File: config.mk
export PLATFORM = sky130hd
export DESIGN_NAME = uart_rx_param
export DESIGN_NICKNAME = d
export VERILOG_FILES = /design/src/rtl/uart_rx_param.sv
export SDC_FILE = /design/constraint.sdc
export NUM_CORES = 1
export LEC_CHECK = 0
export ABC_CLOCK_PERIOD_IN_PS = 2450
export CORE_ASPECT_RATIO = 0.9
export CORE_UTILIZATION = 45
export CTS_CLUSTER_DIAMETER = 60
export DETAILED_ROUTE_END_ITERATION = 6
export GPL_TIMING_DRIVEN = 0
export PLACE_DENSITY = 0.66
export SYNTH_ARGS = -nofsm -noshare
export SYNTH_HDL_FRONTEND = slang
export SYNTH_SLANG_ARGS = --single-unit
File: constraint.sdc
create_clock -name clk -period 2.45 [get_ports clk]
set_input_delay 0.245 -clock clk [delete_from_list [all_inputs] [get_ports clk]]
set_output_delay 0.245 -clock clk [all_outputs]
set_load 0.03 [all_outputs]
File: src/rtl/uart_rx_param.sv
// Parametrised asynchronous serial receiver: configurable width, parity, stop bits and oversampling,
// with 2-of-3 mid-bit voting, start-glitch rejection and break-safe framing-error recovery.
module uart_rx_param #(
  parameter int CLOCK_RATE = 12000000,
  parameter int BAUD_RATE  = 9600,
  parameter int OVERSAMPLE = 16,
  parameter int DATA_BITS  = 8,
  parameter int PARITY     = 0,
  parameter int STOP_BITS  = 1
) (
  input  logic                 clk,
  input  logic                 rstN,
  input  logic                 rxEn,
  input  logic                 rx,
  output logic                 rxBusy,
  output logic                 rxDone,
  output logic                 rxErr,
  output logic                 parityErr,
  output logic [DATA_BITS-1:0] out
);

  localparam int SAMPLE_RATE = BAUD_RATE * OVERSAMPLE;
  localparam int DIV_RAW     = (CLOCK_RATE + SAMPLE_RATE / 2) / SAMPLE_RATE;
  localparam int DIV         = (DIV_RAW < 1) ? 1 : DIV_RAW;
  localparam int DIV_W       = (DIV > 1) ? $clog2(DIV) : 1;
  localparam int TICK_W      = $clog2(OVERSAMPLE);
  localparam int BIT_CLKS    = DIV * OVERSAMPLE;
  localparam int HIGH_W      = $clog2(BIT_CLKS + 1);
  localparam int MID         = OVERSAMPLE / 2;

  typedef enum logic [2:0] {
    IDLE, START, DATA, PAR, STOP, DONE, FRAMEERR, ERRWAIT
  } rxStateT;

  rxStateT state, nextState;

  logic                 rxSync1, rxSync, rxPrev;
  logic [DIV_W-1:0]     divCnt;
  logic [TICK_W-1:0]    tickCnt;
  logic                 sampleA, sampleB;
  logic [3:0]           bitCnt;
  logic [DATA_BITS-1:0] shiftReg;
  logic                 parityFlag;
  logic [HIGH_W-1:0]    highCnt;
  logic                 tick, voteStrobe, voteBit, startEdge, lineIdle, inFrame;

  assign inFrame    = (state == START) || (state == DATA) || (state == PAR) || (state == STOP);
  assign startEdge  = rxPrev & ~rxSync;
  assign tick       = (divCnt == DIV_W'(DIV - 1));
  assign voteStrobe = tick && (tickCnt == TICK_W'(MID));
  assign voteBit    = (sampleA & sampleB) | (sampleA & rxSync) | (sampleB & rxSync);
  assign lineIdle   = rxSync && (highCnt >= HIGH_W'(BIT_CLKS - 1));

  // rxPrev is frozen during DONE so a start edge arriving in that cycle is still seen from IDLE.
  always_ff @(posedge clk or negedge rstN) begin
    if (!rstN) begin
      // NOTE: sequential state uses non-blocking assignments so every flop samples pre-edge values.
      rxSync1 <= 1'b1;
      rxSync  <= 1'b1;
      rxPrev  <= 1'b1;
    end else begin
      rxSync1 <= rx;
      rxSync  <= rxSync1;
      if (state != DONE) rxPrev <= rxSync;
    end
  end

  // Bit timing restarts from zero whenever a frame is not in progress.
  always_ff @(posedge clk or negedge rstN) begin
    if (!rstN) begin
      divCnt  <= '0;
      tickCnt <= '0;
      sampleA <= 1'b0;
      sampleB <= 1'b0;
    end else if (!inFrame) begin
      divCnt  <= '0;
      tickCnt <= '0;
    end else if (tick) begin
      divCnt  <= '0;
      tickCnt <= (tickCnt == TICK_W'(OVERSAMPLE - 1)) ? '0 : tickCnt + TICK_W'(1);
      if (tickCnt == TICK_W'(MID - 2)) sampleA <= rxSync;
      if (tickCnt == TICK_W'(MID - 1)) sampleB <= rxSync;
    end else begin
      divCnt <= divCnt + DIV_W'(1);
    end
  end

  always_ff @(posedge clk or negedge rstN) begin
    if (!rstN) begin
      bitCnt     <= '0;
      shiftReg   <= '0;
      parityFlag <= 1'b0;
      highCnt    <= '0;
      out        <= '0;
    end else begin
      if (state != nextState)  bitCnt <= '0;
      else if (voteStrobe)     bitCnt <= bitCnt + 4'd1;

      if (state == DATA && voteStrobe) shiftReg <= {voteBit, shiftReg[DATA_BITS-1:1]};
      if (state == PAR && voteStrobe)  parityFlag <= (^shiftReg) ^ voteBit ^ (PARITY == 1);

      if (!rxSync || state == FRAMEERR)        highCnt <= '0;
      else if (highCnt != HIGH_W'(BIT_CLKS))   highCnt <= highCnt + HIGH_W'(1);

      if (state == STOP && nextState == DONE)  out <= shiftReg;
    end
  end

  always_ff @(posedge clk or negedge rstN) begin
    if (!rstN) state <= IDLE;
    else       state <= nextState;
  end

  always_comb begin
    // NOTE: default assignment first so no path leaves nextState unassigned and infers a latch.
    nextState = state;
    if (!rxEn) begin
      nextState = IDLE;
    end else begin
      case (state)
        IDLE:     if (startEdge) nextState = START;
        START:    if (voteStrobe) nextState = voteBit ? IDLE : DATA;
        DATA:     if (voteStrobe && bitCnt == 4'(DATA_BITS - 1))
                    nextState = (PARITY != 0) ? PAR : STOP;
        PAR:      if (voteStrobe) nextState = STOP;
        STOP:     if (voteStrobe) begin
                    if (!voteBit)                           nextState = FRAMEERR;
                    else if (bitCnt == 4'(STOP_BITS - 1))   nextState = DONE;
                  end
        DONE:     nextState = IDLE;
        FRAMEERR: nextState = ERRWAIT;
        ERRWAIT:  if (lineIdle) nextState = IDLE;
        default:  nextState = IDLE;
      endcase
    end
  end

  always_comb begin
    rxBusy    = inFrame;
    rxDone    = (state == DONE);
    rxErr     = (state == FRAMEERR);
    parityErr = (PARITY != 0) && (state == DONE) && parityFlag;
  end

endmodule
# Yosys cells after proc, flatten, opt, wreduce, memory -nomap -nowiden
# Cells that the tools add are included.
dict set report word_totals {
  ff_bits 50
  input_bits 4
  output_inout_bits 12
}
dict set report op_classes {
  add_sub_neg 4
  n_lt_le_gt_ge 1
  eq_ne 18
  mux 20
  n_bitwise 7
  reduce_logical 16
}
# op count
set ops {}
lappend ops {{3-bit 2-to-1 mux} 9}
lappend ops {{3-bit one-hot mux with 8 select lines} 1}
lappend ops {{11-bit 2-to-1 mux} 2}
lappend ops {{4-bit 2-to-1 mux} 5}
lappend ops {{3-bit == test, second input constant} 5}
lappend ops {{7-bit 2-to-1 mux} 2}
lappend ops {{4-bit by 3-bit == test with 1-bit output, second input constant} 3}
lappend ops {{11-bit by 1-bit adder with 11-bit output, second input constant} 1}
lappend ops {{11-bit >= comparator, second input constant} 1}
lappend ops {{11-bit inequality test, second input constant} 1}
lappend ops {{4-bit by 1-bit adder with 4-bit output, second input constant} 2}
lappend ops {{4-bit == test, second input constant} 2}
lappend ops {{7-bit by 1-bit adder with 7-bit output, second input constant} 1}
lappend ops {{7-bit == test, second input constant} 1}
lappend ops {{3-bit by 2-bit == test with 1-bit output, second input constant} 2}
lappend ops {{3-bit AND reduction} 2}
lappend ops {{1-bit logical AND} 5}
lappend ops {{1-bit AND} 4}
lappend ops {{4-bit zero test} 1}
lappend ops {{1-bit logical OR} 4}
lappend ops {{2-bit nonzero test} 2}
lappend ops {{3-bit by 1-bit == test with 1-bit output, second input constant} 1}
lappend ops {{3-bit zero test} 1}
lappend ops {{3-bit inequality test} 1}
lappend ops {{6 further kinds} 7}

# Depth between registers and ports, before layout
dict set report logic_depth {
  depth_word 9
  mapped_depth 8
}

# Least setup slack after synthesis
# OpenSTA, ideal clock, no wires.
dict set report synth_timing {
  path_kind {register to register}
  start {register divCnt[1]}
  end {register out[0]}
  setup_ns 0.125
  arrival_ns 2.180
  required_time_ns 2.325
  path_slack_ns 0.145
  path_stages_with_launch 9
  n_path_buf 0
  period_less_slack_ns 2.305
  cell_sequence {dfrtp_1 -> inv_1 -> ha_1 -> nand4bb_4 -> or3_4 -> mux2_4 -> o31a_4 -> nand3_4 -> mux2_2}
}
dict set report synth_via {
  elab_chain_cells 8
  word_cells_on_any_way 11
  cone_classes {2 x eq/ne; 6 x mux; 3 x reduce/logical}
}
# element line
set synth_lines {}
lappend synth_lines {{start: declaration} 38} ;# logic [DIV_W-1:0] divCnt;
lappend synth_lines {{start signal: assignment} 84} ;# divCnt <= divCnt + DIV_W'(1);
lappend synth_lines {{7-bit == test (*)} 49} ;# assign tick = (divCnt == DIV_W'(DIV - 1));
lappend synth_lines {{1-bit logical AND (*)} 50} ;# assign voteStrobe = tick && (tickCnt == TICK_W'(MID));
lappend synth_lines {{1-bit logical AND} 123} ;# DATA: if (voteStrobe && bitCnt == 4'(DATA_BITS - 1))
lappend synth_lines {{3-bit 2-to-1 mux} 123}
lappend synth_lines {{3-bit one-hot mux with 8 select lines (*)} 120} ;# case (state)
lappend synth_lines {{3-bit 2-to-1 mux (*)} 117} ;# if (!rxEn) begin
lappend synth_lines {{3-bit == test (*)} 105} ;# if (state == STOP && nextState == DONE) out <= shiftReg;
lappend synth_lines {{1-bit logical AND (*)} 105}
lappend synth_lines {{end signal: assignment} 105}
lappend synth_lines {{end: declaration} 19} ;# output logic [DATA_BITS-1:0] out
# Every way passes the cells marked *; elsewhere a longest branch is shown, timed or not.
# A chain may end at the register's enable or synchronous reset.

# Worst setup path after layout
dict set report layout_timing {
  start {register tickCnt[1]}
  end {register out[6]}
}
dict set report layout_via {
  elab_chain_cells 8
  word_cells_on_any_way 11
  cone_classes {2 x eq/ne; 6 x mux; 3 x reduce/logical}
}
# element line
set layout_lines {}
lappend layout_lines {{start: declaration} 39} ;# logic [TICK_W-1:0] tickCnt;
lappend layout_lines {{start signal: assignment} 80} ;# tickCnt <= (tickCnt == TICK_W'(OVERSAMPLE - 1)) ? '0 : tickCnt + TICK_W'(1);
lappend layout_lines {{4-bit == test (*)} 50}
lappend layout_lines {{1-bit logical AND (*)} 50}
lappend layout_lines {{1-bit logical AND} 123}
lappend layout_lines {{3-bit 2-to-1 mux} 123}
lappend layout_lines {{3-bit one-hot mux with 8 select lines (*)} 120}
lappend layout_lines {{3-bit 2-to-1 mux (*)} 117}
lappend layout_lines {{3-bit == test (*)} 105}
lappend layout_lines {{1-bit logical AND (*)} 105}
# Marked as above.

==> impl_metrics.toml <==
[timing]
setup_viol = 0
timing.setup.tns_ps = 0
fin_worst_skew_ps = 4.777
final-max-slew-violation-count = 0
timing_hold_violations_final = 0
timing.fmax_mhz = 412.7
relSlewSlack_pct = 55.35
timing_worst_slew_pin_value_ps = 664.6
fin_hold_ws_ps = 336.7
fin_crit_ps = 2423
rsz0062_at_grt = "true"
timing.final.crit_share_pct = 98.91

[synth]
async_reset_ff_share_pct = 100.0
synth_largest_type_area_fraction_pct = 46.44
synthDominantAreaCellType = "sky130_fd_sc_hd__dfrtp_1"
synth.avg_cell_area_um2 = 10.55
synth-edff-count = 0
synth_area_leaders = "sky130_fd_sc_hd__dfrtp_1, sky130_fd_sc_hd__mux2_2, sky130_fd_sc_hd__nor2_1, sky130_fd_sc_hd__ha_1, sky130_fd_sc_hd__dfstp_2"
post_synthesis_cell_area_mm2 = 0.002532
synth_warn = 0
synth_flop_cell = "sky130_fd_sc_hd__dfrtp_1"
yosysUniqueCellTypes = 48
synthesis.nets = 253
synth_sequential_area_ratio_pct = 49.56
yosys_register_bits = 50
post_syn_instances = 240

[layout]
final-seq-area_mm2 = 0.001255
multi_input_area_mm2 = 0.001222
most-common-layout-cells = "sky130_fd_sc_hd__dfrtp_1, sky130_fd_sc_hd__nor2_1, sky130_fd_sc_hd__nand2_1"
num-nets-final = 280
antennaDiodeCount = 0
final_common_cell = "sky130_fd_sc_hd__dfrtp_1"
layout.cell_area.non_filler_mm2 = 0.002925
nFillCells = 450
final_layout_size_suffix_gt1_share_pct = 18.66
area_growth_syn_to_layout_pct = 15.51

[setup_path]
path_class = "reg2reg"
worstPathMaxFanout = 8
worstPathBufferInverterCount = 1
crit_path_end_kind = "flop"
critPathTopFamily = "simple AND/OR/NAND/NOR gates"
path_depth = 8
crit_path_top_delay_cell = "sky130_fd_sc_hd__or3_4"
worst_r2r_path_depth = 8
critical-path-max-stage-delay_ps = 430
timing.critical_path.required_ps = 2650
worst_setup_path_start_kind = "flop"
worstPathCellList = "inv_1 > ha_1 > nand3b_1 > or3_4 > mux2_4 > o31a_4 > nand3_4 > mux2_2"
worst_ep_arrival_time_ps = 2620

[routing]
routed_wl_mm = 4.443
final_antenna_net_count = 0
first_iter_violations = 114
remaining_drc_errors = 0
detailroute.via_count = 1751
average_wire_per_cell_in_the_routed_design_um = 13.26
first_pass_iters = 4
viasPerCell = 5.227

[run_status]
status = "completed"

[place]
weighted_congestion_reported_at_the_end_of_routability_driven_placement = 0.8335
detailedPlacementHpwl_mm = 3.099
count_of_port_buffers_added_during_placement = 14
total_placed_instance_area_mm2 = 0.002771

[power]
pwr_density_cell_mw_per_mm2 = 491.1
overall_power_w = 0.001437
ir_drop_v = 0.0002984
power.static_leakage_nw = 1.287

[cts]
clock_root_buffer_master = "sky130_fd_sc_hd__clkbuf_8"
cts_buffers = 5
cts.path.max_buffers = 2
clock_tree_from_tritoncts = "yes"
cts.sinks = 50
worst_setup_hold_path_clk_slew_ps = 90
clk_latency_worst_skew_pair_ps = 310
htree_levels = 2

[grt]
grt_start_max_net_pins = 41
globalRouteTotalUtil_pct = 16.94
via_count_of_the_first_global_routing_pass = 1553
global_route_wire_length_before_repair_mm = 7.396
overflow = 0
grt_antenna_before_repair = 0

[die]
dieHeight_um = 73.17
area_of_the_die_mm2 = 0.005932
start_util_pct = 47.35
core_area_mm2 = 0.005349
row_count = 25
num_io_pins = 16
chipWidth_um = 81.08

[run]
max_cap_viol_count = 0

[worst_hold_path]
hp-class = "in2async"
==> cell families after synthesis <==
kind of cell / Yosys count / share of synthesized area [%]
other: 1 / 0.1481
AO/OA/AOI/OAI: 31 / 7.956
XOR/XNOR: 17 / 5.880
AND/OR/NAND/NOR: 94 / 19.37
adder cells (fa/ha/maj): 10 / 4.842
multiplexers: 21 / 9.437
flip-flops: 50 / 49.56
buffers and inverters: 16 / 2.816
==> final timing paths <==
kind | slack (ps) | from | end
setup / recovery | 30 | tickCnt[1] | out[6]
hold / removal | 340 | rstN | divCnt[0]
setup reg to reg | 30 | tickCnt[1] | out[6]
hold reg to reg | 360 | rxSync1 | rxSync
max in group asynchronous | 1570 | rstN | rxPrev
min in group clk | 340 | rx | rxSync1
==> per-layer routing <==
metal  part of all wire, %  track usage [%]  vias to the layer above
met5                     0                0                        -
met4                   1.9            6.944                        0
met3                   3.2            5.500                        8
met2                    43            23.25                       31
met1                    52            24.47                      829
li1                      -                -                      883
==> sequential cells by signal (all words and copies together) (netlist names), 3 cells and up <==
signal    count
shiftReg      8
out           8
tickCnt       4
divCnt        7
highCnt      11
bitCnt        4
state         3
==> area by class of cell <==
cell class,count,area share [%]
Tap cell,67,2.866
Sequential cell,50,42.90
Inverter,11,1.411
Clock inverter,2,0.4277
Timing Repair Buffer,20,6.758
Clock buffer,6,2.823
Buffer,5,1.027
Multi-Input combinational cell,174,41.79
==> repair_timing <==
| action | in CTS | in global routing |
|---|---|---|
| setup endpoints to repair | 11 | 22 |
| hold buffers | 1 | 0 |
| pin swaps | 1 | 1 |
| gates resized for setup | 1 | 4 |
| endpoints found under the hold margin | 8 | 0 |
| setup buffers | 0 | 4 |
==> cell usage after synthesis (3+ instances only) <==
cell type / instances
sky130_fd_sc_hd__dfrtp_1: 47
sky130_fd_sc_hd__nor2_1: 34
sky130_fd_sc_hd__nand2_1: 21
sky130_fd_sc_hd__mux2_2: 19
sky130_fd_sc_hd__a21oi_1: 12
sky130_fd_sc_hd__inv_1: 11
sky130_fd_sc_hd__ha_1: 9
sky130_fd_sc_hd__xor2_1: 9
sky130_fd_sc_hd__nand3_1: 8
sky130_fd_sc_hd__xnor2_1: 8
sky130_fd_sc_hd__nor3_1: 6
sky130_fd_sc_hd__o21ai_0: 6
sky130_fd_sc_hd__buf_4: 3
sky130_fd_sc_hd__dfstp_2: 3
sky130_fd_sc_hd__or3_1: 3
==> power by group <==
| group | switching (W) | leakage, nW | total (W) | internal (W) |
|---|---|---|---|---|
| registers | 0.00000958 | 0.685 | 0.000845 | 0.000836 |
| clock network | 0.000271 | 0.0472 | 0.000498 | 0.000227 |
| logic | 0.0000591 | 0.555 | 0.0000933 | 0.0000342 |
==> metrics by stage <==
| stage | setup WS, ps | std cells | util (%) |
|---|---|---|---|
| global route | -102.9 | 335 | 54.69 |
| CTS | 1.504 | 331 | 53.89 |
| floorplan | 145.2 | 240 | - |
| detailed placement | -6.193 | 322 | 51.81 |
| finish | 26.78 | 335 | 54.69 |
| global placement | -318.9 | 321 | 51.53 |
No activity file was read; power rests on OpenSTA's default activity.
